**config.mk**
```make
export PLATFORM = sky130hd
export DESIGN_NAME = jt900h_dump_rd_flat
export DESIGN_NICKNAME = d
export VERILOG_FILES = /design/src/rtl/jt900h_dump_rd_pkg.sv /design/src/rtl/jt900h_dump_rd_if.sv /design/src/rtl/jt900h_dump_rd.sv /design/src/flat_wrapper.sv
export SDC_FILE = /design/constraint.sdc
export NUM_CORES = 1
export LEC_CHECK = 0
export ABC_AREA = 1
export ABC_CLOCK_PERIOD_IN_PS = 3480
export BUFFER_PORTS_ARGS = -buffer_cell sky130_fd_sc_hd__buf_2
export CORE_ASPECT_RATIO = 0.9
export CORE_MARGIN = 5
export CORE_UTILIZATION = 32
export DETAILED_ROUTE_END_ITERATION = 10
export SETUP_SLACK_MARGIN = 0.2
export SLEW_MARGIN = 20
export SYNTH_ARGS = -nofsm -noshare
export SYNTH_HDL_FRONTEND = slang
export SYNTH_SLANG_ARGS = --single-unit
export TNS_END_PERCENT = 30
```
**constraint.sdc**
```tcl
create_clock -name clk -period 3.48 [get_ports clk]
set_input_delay 0.696 -clock clk [delete_from_list [all_inputs] [get_ports clk]]
set_output_delay 0.696 -clock clk [all_outputs]
set_load 0.005 [all_outputs]
```
**src/rtl/jt900h_dump_rd_pkg.sv**
```systemverilog
// Shared constants and state encoding for the JT900H register-dump reader.
// Dump map: 0-63 accumulators, 64-79 pointers, 80-81 SR high/low.
package jt900h_dump_rd_pkg;

    localparam logic [7:0] HDR_BYTE      = 8'hD9;
    localparam logic [7:0] LAST_ADDR_DEF = 8'd81;
    localparam int         FRAME_LEN     = 84;

    typedef enum logic [2:0] {
        ST_IDLE  = 3'd0,
        ST_HDR   = 3'd1,
        ST_FETCH = 3'd2,
        ST_SEND  = 3'd3,
        ST_CHK   = 3'd4,
        ST_DONE  = 3'd5
    } state_t;

    // Two's-complement byte, so that adding it to the running sum yields zero.
    function automatic logic [7:0] chk_byte(input logic [7:0] sum);
        return 8'd0 - sum;
    endfunction

endpackage

```
**src/rtl/jt900h_dump_rd_if.sv**
```systemverilog
// Dump-port and byte-stream signals shared between the reader, the CPU and the sink.
interface jt900h_dump_rd_if;

    logic [7:0] dmp_addr;
    logic [7:0] dmp_dout;
    logic [7:0] st_data;
    logic       st_valid;
    logic       st_ready;

    modport master (
        output dmp_addr,
        input  dmp_dout,
        output st_data,
        output st_valid,
        input  st_ready
    );

    modport slave (
        input  dmp_addr,
        output dmp_dout,
        input  st_data,
        input  st_valid,
        output st_ready
    );

endinterface

```
**src/rtl/jt900h_dump_rd.sv**
```systemverilog
// Sweeps the CPU dump port and streams header, dump bytes and a zero-sum checksum.
// FETCH always spends one non-valid cycle so dmp_dout is sampled on a settled address.
module jt900h_dump_rd
    import jt900h_dump_rd_pkg::*;
#(
    parameter logic [7:0] HDR       = HDR_BYTE,
    parameter logic [7:0] LAST_ADDR = LAST_ADDR_DEF
) (
    input  logic                    clk,
    input  logic                    rst,
    input  logic                    cen,
    input  logic                    start,
    input  logic                    abort,
    output logic                    busy,
    output logic                    done,
    jt900h_dump_rd_if.master        bus
);

    state_t     state_r;
    logic [7:0] sum_r;
    logic       xfer_s;

    assign xfer_s = bus.st_valid & bus.st_ready;

    // Frame sequencer; all outputs are registered here.
    always_ff @(posedge clk) begin
        if (rst) begin
            state_r      <= ST_IDLE;
            sum_r        <= 8'd0;
            busy         <= 1'b0;
            done         <= 1'b0;
            bus.st_valid <= 1'b0;
            bus.st_data  <= 8'd0;
            bus.dmp_addr <= 8'd0;
        end else if (cen) begin
            done <= 1'b0;
            if (abort) begin
                // Abort beats both start in IDLE and any pending transfer.
                state_r      <= ST_IDLE;
                busy         <= 1'b0;
                bus.st_valid <= 1'b0;
            end else begin
                case (state_r)
                    ST_IDLE: begin
                        if (start) begin
                            state_r      <= ST_HDR;
                            busy         <= 1'b1;
                            bus.st_valid <= 1'b1;
                            bus.st_data  <= HDR;
                            sum_r        <= HDR;
                            bus.dmp_addr <= 8'd0;
                        end
                    end
                    ST_HDR: begin
                        if (xfer_s) begin
                            state_r      <= ST_FETCH;
                            bus.st_valid <= 1'b0;
                        end
                    end
                    ST_FETCH: begin
                        state_r      <= ST_SEND;
                        bus.st_data  <= bus.dmp_dout;
                        sum_r        <= sum_r + bus.dmp_dout;
                        bus.st_valid <= 1'b1;
                    end
                    ST_SEND: begin
                        if (xfer_s) begin
                            if (bus.dmp_addr == LAST_ADDR) begin
                                state_r     <= ST_CHK;
                                bus.st_data <= chk_byte(sum_r);
                            end else begin
                                state_r      <= ST_FETCH;
                                bus.dmp_addr <= bus.dmp_addr + 8'd1;
                                bus.st_valid <= 1'b0;
                            end
                        end
                    end
                    ST_CHK: begin
                        if (xfer_s) begin
                            state_r      <= ST_DONE;
                            bus.st_valid <= 1'b0;
                            busy         <= 1'b0;
                            done         <= 1'b1;
                        end
                    end
                    ST_DONE: begin
                        state_r <= ST_IDLE;
                    end
                    default: begin
                        state_r      <= ST_IDLE;
                        busy         <= 1'b0;
                        bus.st_valid <= 1'b0;
                    end
                endcase
            end
        end
    end

endmodule
```
**src/flat_wrapper.sv**
```systemverilog
// flat-port wrapper written by rule: the top's interface ports become plain ports
module jt900h_dump_rd_flat import jt900h_dump_rd_pkg::*;
#(
    parameter logic [7:0] HDR       = HDR_BYTE,
    parameter logic [7:0] LAST_ADDR = LAST_ADDR_DEF
)
  (clk, rst, cen, start, abort, busy, done, bus_dmp_addr, bus_dmp_dout, bus_st_data, bus_st_valid, bus_st_ready);
  jt900h_dump_rd_if bus_i ();
  input  logic clk;
  input  logic rst;
  input  logic cen;
  input  logic start;
  input  logic abort;
  output logic busy;
  output logic done;
  output wire logic [$bits(bus_i.dmp_addr)-1:0] bus_dmp_addr;
  input wire logic [$bits(bus_i.dmp_dout)-1:0] bus_dmp_dout;
  output wire logic [$bits(bus_i.st_data)-1:0] bus_st_data;
  output wire logic [$bits(bus_i.st_valid)-1:0] bus_st_valid;
  input wire logic [$bits(bus_i.st_ready)-1:0] bus_st_ready;
  assign bus_dmp_addr = bus_i.dmp_addr;
  assign bus_i.dmp_dout = bus_dmp_dout;
  assign bus_st_data = bus_i.st_data;
  assign bus_st_valid = bus_i.st_valid;
  assign bus_i.st_ready = bus_st_ready;
  jt900h_dump_rd #(.HDR(HDR), .LAST_ADDR(LAST_ADDR)) u_core (.clk(clk), .rst(rst), .cen(cen), .start(start), .abort(abort), .busy(busy), .done(done), .bus(bus_i));
endmodule
```
==> metrics.txt, run 1 <==
# TYPE chip_impl_metric gauge
chip_impl_metric{name="fp.dieW",unit="um"} 94.7
chip_impl_info{name="crit_path_end",value="u_core.bus.st_data[5]"} 1
chip_impl_metric{name="finalMaxSlewViolations",unit=""} 0
chip_impl_metric{name="synthesis_to_finish_area_growth",unit="%"} 16.3
chip_impl_info{name="worstSetupEndpointType",value="register"} 1
chip_impl_metric{name="floorplan.initialDensity",unit=""} 0.333
chip_impl_metric{name="total_die_area",unit="um2"} 8170
chip_impl_metric{name="synth_cell_types",unit=""} 28
chip_impl_info{name="cts_root_buffer",value="sky130_fd_sc_hd__clkbuf_8"} 1
chip_impl_metric{name="fin_setup_tns",unit="ps"} 0
chip_impl_metric{name="wl",unit="mm"} 4.94
chip_impl_metric{name="post_cts.resized_instances",unit=""} 0
chip_impl_info{name="netlist_top_cells_area",value="sky130_fd_sc_hd__dfxtp_1 (29%), sky130_fd_sc_hd__nand2_1 (16%), sky130_fd_sc_hd__nor2_1 (10%)"} 1
chip_impl_metric{name="groute.usage.overall",unit=""} 0.133
chip_impl_metric{name="synth_seq_area_share",unit=""} 0.291
chip_impl_metric{name="timing.slew.headroom",unit=""} 0.560
chip_impl_metric{name="hpwl",unit="mm"} 3.85
chip_impl_metric{name="max_slew.worst_pin.slew",unit="ps"} 657
chip_impl_metric{name="wl_per_cell",unit="um"} 10.9
chip_impl_metric{name="count_of_h_tree_levels_built_during_cts",unit=""} 2
chip_impl_metric{name="power.density_cell_area",unit="nW/um2"} 367
chip_impl_metric{name="setup-violations-final",unit=""} 0
chip_impl_metric{name="worstPathArrival",unit="ps"} 2240
chip_impl_metric{name="finalNetCount",unit=""} 392
chip_impl_metric{name="insertion_delay",unit="ps"} 280
chip_impl_metric{name="final_hold_viol_count",unit=""} 0
chip_impl_metric{name="clock-sinks",unit=""} 30
chip_impl_info{name="r2r_start",value="u_core.state_r[0]"} 1
chip_impl_metric{name="fp.dieH",unit="um"} 86.2
chip_impl_metric{name="clock.fmax",unit="MHz"} 485
chip_impl_metric{name="num_vias",unit=""} 2069
chip_impl_metric{name="peak_vdd_ir",unit="mV"} 0.124
chip_impl_info{name="tritoncts",value="done"} 1
chip_impl_metric{name="postSynthNetCount",unit=""} 360
chip_impl_metric{name="number_of_global_route_vias_before_repair",unit=""} 1927
chip_impl_metric{name="finalClockSkew",unit="ps"} 7.15
chip_impl_metric{name="place_congestion",unit=""} 0.816
chip_impl_metric{name="grt_pass1_wl",unit="mm"} 8.71
chip_impl_metric{name="syn_inst",unit=""} 335
chip_impl_info{name="rsz0062_at_grt",value="no"} 1
chip_impl_metric{name="post_synth.cell_area_avg",unit="um2"} 6.17
chip_impl_info{name="synth.largest_area_cell",value="sky130_fd_sc_hd__dfxtp_1"} 1
chip_impl_metric{name="post_cts_hold_buffer_count",unit=""} 0
chip_impl_metric{name="ys_ff_latch",unit=""} 30
chip_impl_metric{name="dr_wl_met3",unit="um"} 255
chip_impl_metric{name="critical_path_required",unit="ps"} 3660
chip_impl_info{name="worst_setup_path_startpoint",value="u_core.state_r[0]"} 1
chip_impl_metric{name="post-synth-top-area-fraction",unit=""} 0.291
chip_impl_metric{name="cell_area_after_technology_mapping",unit="um2"} 2070
chip_impl_metric{name="worst-r2r-cell-count",unit=""} 9
chip_impl_metric{name="via_per_inst",unit=""} 4.55
chip_impl_metric{name="ios",unit=""} 33
chip_impl_metric{name="cap_viol_max_count",unit=""} 0
chip_impl_metric{name="crit_path_max_fanout",unit=""} 16
chip_impl_metric{name="grt_antenna_before_repair",unit=""} 0
chip_impl_metric{name="detail_route.iter0.violations",unit=""} 132
chip_impl_metric{name="cts_made_buffers",unit=""} 5
chip_impl_metric{name="firstDrtPassIters",unit=""} 4
chip_impl_metric{name="met1_length",unit="mm"} 2.48
chip_impl_metric{name="drive_gt1_frac",unit=""} 0.136
chip_impl_metric{name="leakagePower",unit="nW"} 1.13
chip_impl_metric{name="numPortBuffers",unit=""} 32
chip_impl_info{name="timing.hold.worst.class",value="register to register"} 1
chip_impl_metric{name="ys_warn_count",unit=""} 0
chip_impl_metric{name="core",unit="um2"} 6220
chip_impl_info{name="timing.setup.critical_path_class",value="register to register"} 1
chip_impl_metric{name="antenna_cells",unit=""} 0
chip_impl_metric{name="grt_max_degree",unit=""} 17
chip_impl_metric{name="min_period_over_period",unit=""} 0.592
chip_impl_info{name="timing.critical_path.from_type",value="register"} 1
chip_impl_metric{name="row_count",unit=""} 27
chip_impl_metric{name="period_minus_slack",unit="ps"} 2060
chip_impl_metric{name="worst-r2r-setup-slack",unit="ps"} 1420
chip_impl_info{name="highest_metal_layer_with_signal_wires",value="met4"} 1
chip_impl_metric{name="post_cts.repair.setup_buffers",unit=""} 0
chip_impl_metric{name="number_of_design_rule_violations_left_after_detail_routing",unit=""} 0
chip_impl_info{name="rr_endpoint",value="u_core.bus.st_data[5]"} 1
chip_impl_info{name="result_of_the_run",value="completed"} 1
chip_impl_metric{name="postRouteAntennaNets",unit=""} 0
chip_impl_metric{name="grt.overflow.total",unit=""} 0
chip_impl_metric{name="met2RoutedLength",unit="mm"} 2.14
chip_impl_metric{name="postLayoutCoreUtil",unit=""} 0.387
chip_impl_metric{name="clkSlewWorstSetupHoldPaths",unit="ps"} 70
chip_impl_metric{name="cts.path.max_buffers",unit=""} 2
per-layer routing:
metal,global-route usage,up-vias
li1,-,1138
met4,0.0433,0
met2,0.207,41
met5,0,-
met3,0.0356,7
met1,0.177,883
metrics by stage:
| step | power, mW | cell area [um2] | worst slack [ps] | hold slack, ps | cells |
|---|---|---|---|---|---|
| 4_1_cts | 0.891 | 2400 | 1370 | 483 | 455 |
| 2_1_floorplan | 0.507 | 2070 | 1490 | 454 | 335 |
| 3_5_place_dp | 0.554 | 2290 | 1290 | 469 | 447 |
| 3_3_place_gp | 0.554 | 2290 | 1320 | 464 | 447 |
| 5_1_grt | 0.931 | 2400 | 1120 | 497 | 455 |
| 6_report | 0.882 | 2400 | 1420 | 478 | 455 |
worst max-delay path, stage by stage (launching register included):
cell and delay, ps:
sky130_fd_sc_hd__dfxtp_1 480, sky130_fd_sc_hd__nand2_2 100, sky130_fd_sc_hd__nor2_4 330, sky130_fd_sc_hd__inv_4 120, sky130_fd_sc_hd__nand2_1 110, sky130_fd_sc_hd__nand2_1 60
sky130_fd_sc_hd__nor2_1 510, sky130_fd_sc_hd__nand2_1 100, sky130_fd_sc_hd__nor2_1 110, sky130_fd_sc_hd__nor2_1 40
cell type report:
type,instances,area (um2)
fillers,716,3810
multi-input cells,255,1260
flip-flops and latches,30,601
inverters,43,164
repair buffers,32,160
clock buffers,8,110
well taps,87,109
power breakdown:
part	internal, mW	switching, mW
logic	0.0632	0.108
clock network	0.200	0.136
registers	0.360	0.0146
total	0.623	0.259
how the worst min path moves through the flow:
stage	from	slack (ps)	cells past startpoint	end
after detailed placement	u_core.bus.st_data[3]	470	2	u_core.bus.st_data[3]
after global routing	u_core.done	500	2	u_core.done
after CTS	u_core.bus.st_data[3]	480	2	u_core.bus.st_data[3]
after floorplan	u_core.done	450	2	u_core.done
final	u_core.done	480	2	u_core.done
after global placement	u_core.bus.st_data[2]	460	2	u_core.bus.st_data[2]
registers in the layout (all words and copies together), names as in the netlist:
name and flops:
u_core.bus.st_valid 1, u_core.busy 1, u_core.bus.st_data 8, u_core.bus.dmp_addr 8
u_core.sum_r 8, u_core.state_r 3, u_core.done 1
cell usage after synthesis:
library cell                n
sky130_fd_sc_hd__inv_4      1
sky130_fd_sc_hd__nor3_1     5
sky130_fd_sc_hd__fa_1       1
sky130_fd_sc_hd__dfxtp_1   30
sky130_fd_sc_hd__ha_1      10
sky130_fd_sc_hd__or2_2      1
sky130_fd_sc_hd__inv_1     41
sky130_fd_sc_hd__inv_2      1
sky130_fd_sc_hd__nor3b_1    2
sky130_fd_sc_hd__nand2_2    1
sky130_fd_sc_hd__a22oi_1    1
sky130_fd_sc_hd__buf_4      3
sky130_fd_sc_hd__xnor2_1    3
sky130_fd_sc_hd__o21a_1     1
sky130_fd_sc_hd__xor2_1     3
sky130_fd_sc_hd__nor2_1    56
sky130_fd_sc_hd__nand3b_1   1
sky130_fd_sc_hd__buf_2      3
sky130_fd_sc_hd__nor2_4     3
sky130_fd_sc_hd__o21ai_0   15
sky130_fd_sc_hd__nand3_2    2
sky130_fd_sc_hd__nand4_1    5
sky130_fd_sc_hd__nand2_1   87
sky130_fd_sc_hd__nand3_1   24
sky130_fd_sc_hd__o21ai_1    2
sky130_fd_sc_hd__a21oi_1   31
sky130_fd_sc_hd__clkbuf_1   1
sky130_fd_sc_hd__nor2_2     1
kinds of logic after synthesis:
logic type,synth area share
AO/OA/AOI/OAI,0.123
XOR/XNOR,0.0254
adder cells (fa/ha/maj),0.0702
buffers and inverters,0.0993
flip-flops,0.291
AND/OR/NAND/NOR,0.391
cells in the final DEF (no fill, tap or decap), types with 3 or more instances in the layout:
cell type	count
sky130_fd_sc_hd__ha_1	10
sky130_fd_sc_hd__inv_1	41
sky130_fd_sc_hd__dfxtp_1	30
sky130_fd_sc_hd__buf_2	32
sky130_fd_sc_hd__nand2_1	87
sky130_fd_sc_hd__nand3_1	24
sky130_fd_sc_hd__nor2_4	3
sky130_fd_sc_hd__clkbuf_8	8
sky130_fd_sc_hd__xnor2_1	3
sky130_fd_sc_hd__nand4_1	5
sky130_fd_sc_hd__nor3_1	5
sky130_fd_sc_hd__a21oi_1	31
sky130_fd_sc_hd__nor2_1	56
sky130_fd_sc_hd__o21ai_0	15
sky130_fd_sc_hd__xor2_1	3
No activity file was read; power rests on OpenSTA's default activity.
==> run 2: changes to the inputs <==
Settings changed: ABC_CLOCK_PERIOD_IN_PS 3480 to 2029.
Clock period 3.48 ns to 2.03 ns, I/O delays scaled along.
==> run 2 against run 1 <==
Utilization is 0.20 points higher. Sequential power is 71% higher. Worst hold slack got worse by 25 ps. Combinational power up 76%. Register-to-register slack worse by 1100 ps. Flip-flop and latch count unchanged. Clock power is 54% higher. Maximum frequency is 23% higher.
==> metrics.txt, run 2 (synthesis gave the netlist of run 1 again) <==
# TYPE chip_impl_metric gauge
chip_impl_info{name="result_of_the_run",value="completed"} 1
chip_impl_metric{name="hpwl",unit="mm"} 3.94
chip_impl_metric{name="cts.path.max_buffers",unit=""} 2
chip_impl_metric{name="count_of_h_tree_levels_built_during_cts",unit=""} 2
chip_impl_metric{name="fin_setup_tns",unit="ps"} 0
chip_impl_metric{name="total_die_area",unit="um2"} 8170
chip_impl_metric{name="critical_path_required",unit="ps"} 2210
chip_impl_metric{name="synthesis_to_finish_area_growth",unit="%"} 16.9
chip_impl_info{name="worstSetupEndpointType",value="register"} 1
chip_impl_info{name="final_common_cell",value="sky130_fd_sc_hd__nand2_1"} 1
chip_impl_metric{name="number_of_global_route_vias_before_repair",unit=""} 1899
chip_impl_metric{name="postRouteAntennaNets",unit=""} 0
chip_impl_metric{name="worst-r2r-cell-count",unit=""} 7
chip_impl_info{name="rsz0062_at_grt",value="yes"} 1
chip_impl_metric{name="antenna_cells",unit=""} 0
chip_impl_metric{name="clkSlewWorstSetupHoldPaths",unit="ps"} 70
chip_impl_metric{name="crit_path_max_fanout",unit=""} 9
chip_impl_metric{name="cap_viol_max_count",unit=""} 0
chip_impl_metric{name="numPortBuffers",unit=""} 32
chip_impl_metric{name="multiInputGateArea",unit="um2"} 1260
chip_impl_metric{name="placed_cells",unit=""} 450
chip_impl_metric{name="max_slew.worst_pin.slew",unit="ps"} 507
chip_impl_metric{name="finalClockSkew",unit="ps"} 11.2
chip_impl_metric{name="hold_depth",unit=""} 4
chip_impl_metric{name="floorplan.initialDensity",unit=""} 0.333
chip_impl_metric{name="post_cts.repair.setup_buffers",unit=""} 0
chip_impl_metric{name="setup-violations-final",unit=""} 0
chip_impl_metric{name="grt_antenna_before_repair",unit=""} 0
chip_impl_metric{name="insertion_delay",unit="ps"} 290
chip_impl_metric{name="worstPathArrival",unit="ps"} 1850
chip_impl_metric{name="place_congestion",unit=""} 0.808
chip_impl_metric{name="pre_cts_ws",unit="ps"} 111
chip_impl_metric{name="ios",unit=""} 33
chip_impl_metric{name="period_minus_slack",unit="ps"} 1680
chip_impl_metric{name="power.density_cell_area",unit="nW/um2"} 604
chip_impl_info{name="final_cell_mix",value="sky130_fd_sc_hd__nand2_1 (87), sky130_fd_sc_hd__nor2_1 (56), sky130_fd_sc_hd__inv_1 (41)"} 1
chip_impl_metric{name="row_count",unit=""} 27
chip_impl_metric{name="wl",unit="mm"} 5.12
chip_impl_metric{name="core",unit="um2"} 6220
chip_impl_metric{name="leakagePower",unit="nW"} 1.14
chip_impl_metric{name="number_of_design_rule_violations_left_after_detail_routing",unit=""} 0
chip_impl_metric{name="drive_gt1_frac",unit=""} 0.148
chip_impl_metric{name="min_period_over_period",unit=""} 0.826
chip_impl_info{name="tritoncts",value="done"} 1
chip_impl_metric{name="instances_no_fill",unit=""} 458
chip_impl_metric{name="register_area",unit="um2"} 602
chip_impl_metric{name="finalNetCount",unit=""} 395
chip_impl_metric{name="fillers",unit=""} 692
chip_impl_info{name="largestRegisters",value="u_core.bus.dmp_addr (8), u_core.bus.st_data (8), u_core.sum_r (8)"} 1
chip_impl_metric{name="worst_slack",unit="ps"} 354
chip_impl_metric{name="fp.dieW",unit="um"} 94.7
chip_impl_metric{name="wl_per_cell",unit="um"} 11.2
chip_impl_metric{name="peak_vdd_ir",unit="mV"} 0.352
chip_impl_info{name="cts_root_buffer",value="sky130_fd_sc_hd__clkbuf_8"} 1
chip_impl_metric{name="detail_route.iter0.violations",unit=""} 90
chip_impl_metric{name="cts_made_buffers",unit=""} 5
chip_impl_metric{name="timing.slew.headroom",unit=""} 0.662
chip_impl_info{name="timing.hold.worst.class",value="input pin to register"} 1
chip_impl_info{name="timing.critical_path.from_type",value="register"} 1
chip_impl_metric{name="fp.dieH",unit="um"} 86.2
chip_impl_metric{name="firstDrtPassIters",unit=""} 4
chip_impl_metric{name="clock.fmax",unit="MHz"} 597
chip_impl_metric{name="clock-sinks",unit=""} 30
chip_impl_metric{name="final_hold_viol_count",unit=""} 0
chip_impl_metric{name="grt.overflow.total",unit=""} 0
chip_impl_info{name="timing.setup.critical_path_class",value="register to register"} 1
chip_impl_metric{name="finalMaxSlewViolations",unit=""} 0
chip_impl_metric{name="groute.usage.overall",unit=""} 0.133
chip_impl_metric{name="grt_pass1_wl",unit="mm"} 8.72
chip_impl_metric{name="num_vias",unit=""} 2115
chip_impl_metric{name="grt_max_degree",unit=""} 17
chip_impl_metric{name="via_per_inst",unit=""} 4.62
run 2: stage by stage:
| step | power, mW | instance area, um2 | utilization | hold WS [ps] |
|---|---|---|---|---|
| after floorplan | 0.869 | 2070 | - | 454 |
| after global placement | 0.954 | 2320 | 0.373 | 458 |
| after detailed placement | 0.957 | 2320 | 0.373 | 466 |
| after CTS | 1.48 | 2410 | 0.388 | 444 |
| after global routing | 1.56 | 2420 | 0.389 | 487 |
| final | 1.46 | 2420 | 0.389 | 453 |
run 2: worst max-delay path: stages (launching register included):
cell,delay (ps)
sky130_fd_sc_hd__dfxtp_1,540
sky130_fd_sc_hd__inv_1,160
sky130_fd_sc_hd__nand3_1,170
sky130_fd_sc_hd__nand3_2,230
sky130_fd_sc_hd__nor2_4,230
sky130_fd_sc_hd__nand2_1,80
sky130_fd_sc_hd__o21ai_1,120
sky130_fd_sc_hd__inv_1,50
run 2: layout make-up:
type	instances	area share
multi-input cells	255	0.523
flip-flops and latches	30	0.249
repair buffers	35	0.0756
inverters	43	0.0678
well taps	87	0.0450
clock buffers	6	0.0342
clock inverters	2	0.00518
run 2: what timing repair did:
action | CTS | global route
resized for setup | 0 | 3
endpoints found under the hold margin | 0 | 0
hold buffers | 0 | 0
setup endpoints to repair | 0 | 6
run 2: report_power, final:
group          switching [mW]  internal (mW)  leakage [nW]  total (mW)
registers              0.0252          0.617         0.245       0.643
logic                   0.189          0.112         0.848       0.301
clock network           0.244          0.272        0.0472       0.516
run 2: worst paths after layout:
| path | from | endpoint | slack (ps) |
|---|---|---|---|
| hold reg to reg | u_core.bus.st_data[4] | u_core.bus.st_data[4] | 470 |
| setup / recovery | u_core.state_r[2] | u_core.sum_r[6] | 350 |
| setup reg to reg | u_core.state_r[2] | u_core.sum_r[6] | 350 |
| hold / removal | cen | u_core.done | 450 |
run 2: metal layers:
layer / share of wire / vias up / global-route usage
met5: 0 / - / 0
met4: 0.019 / 0 / 0.0537
met3: 0.042 / 10 / 0.0295
met2: 0.44 / 38 / 0.206
met1: 0.50 / 926 / 0.179
li1: - / 1141 / -
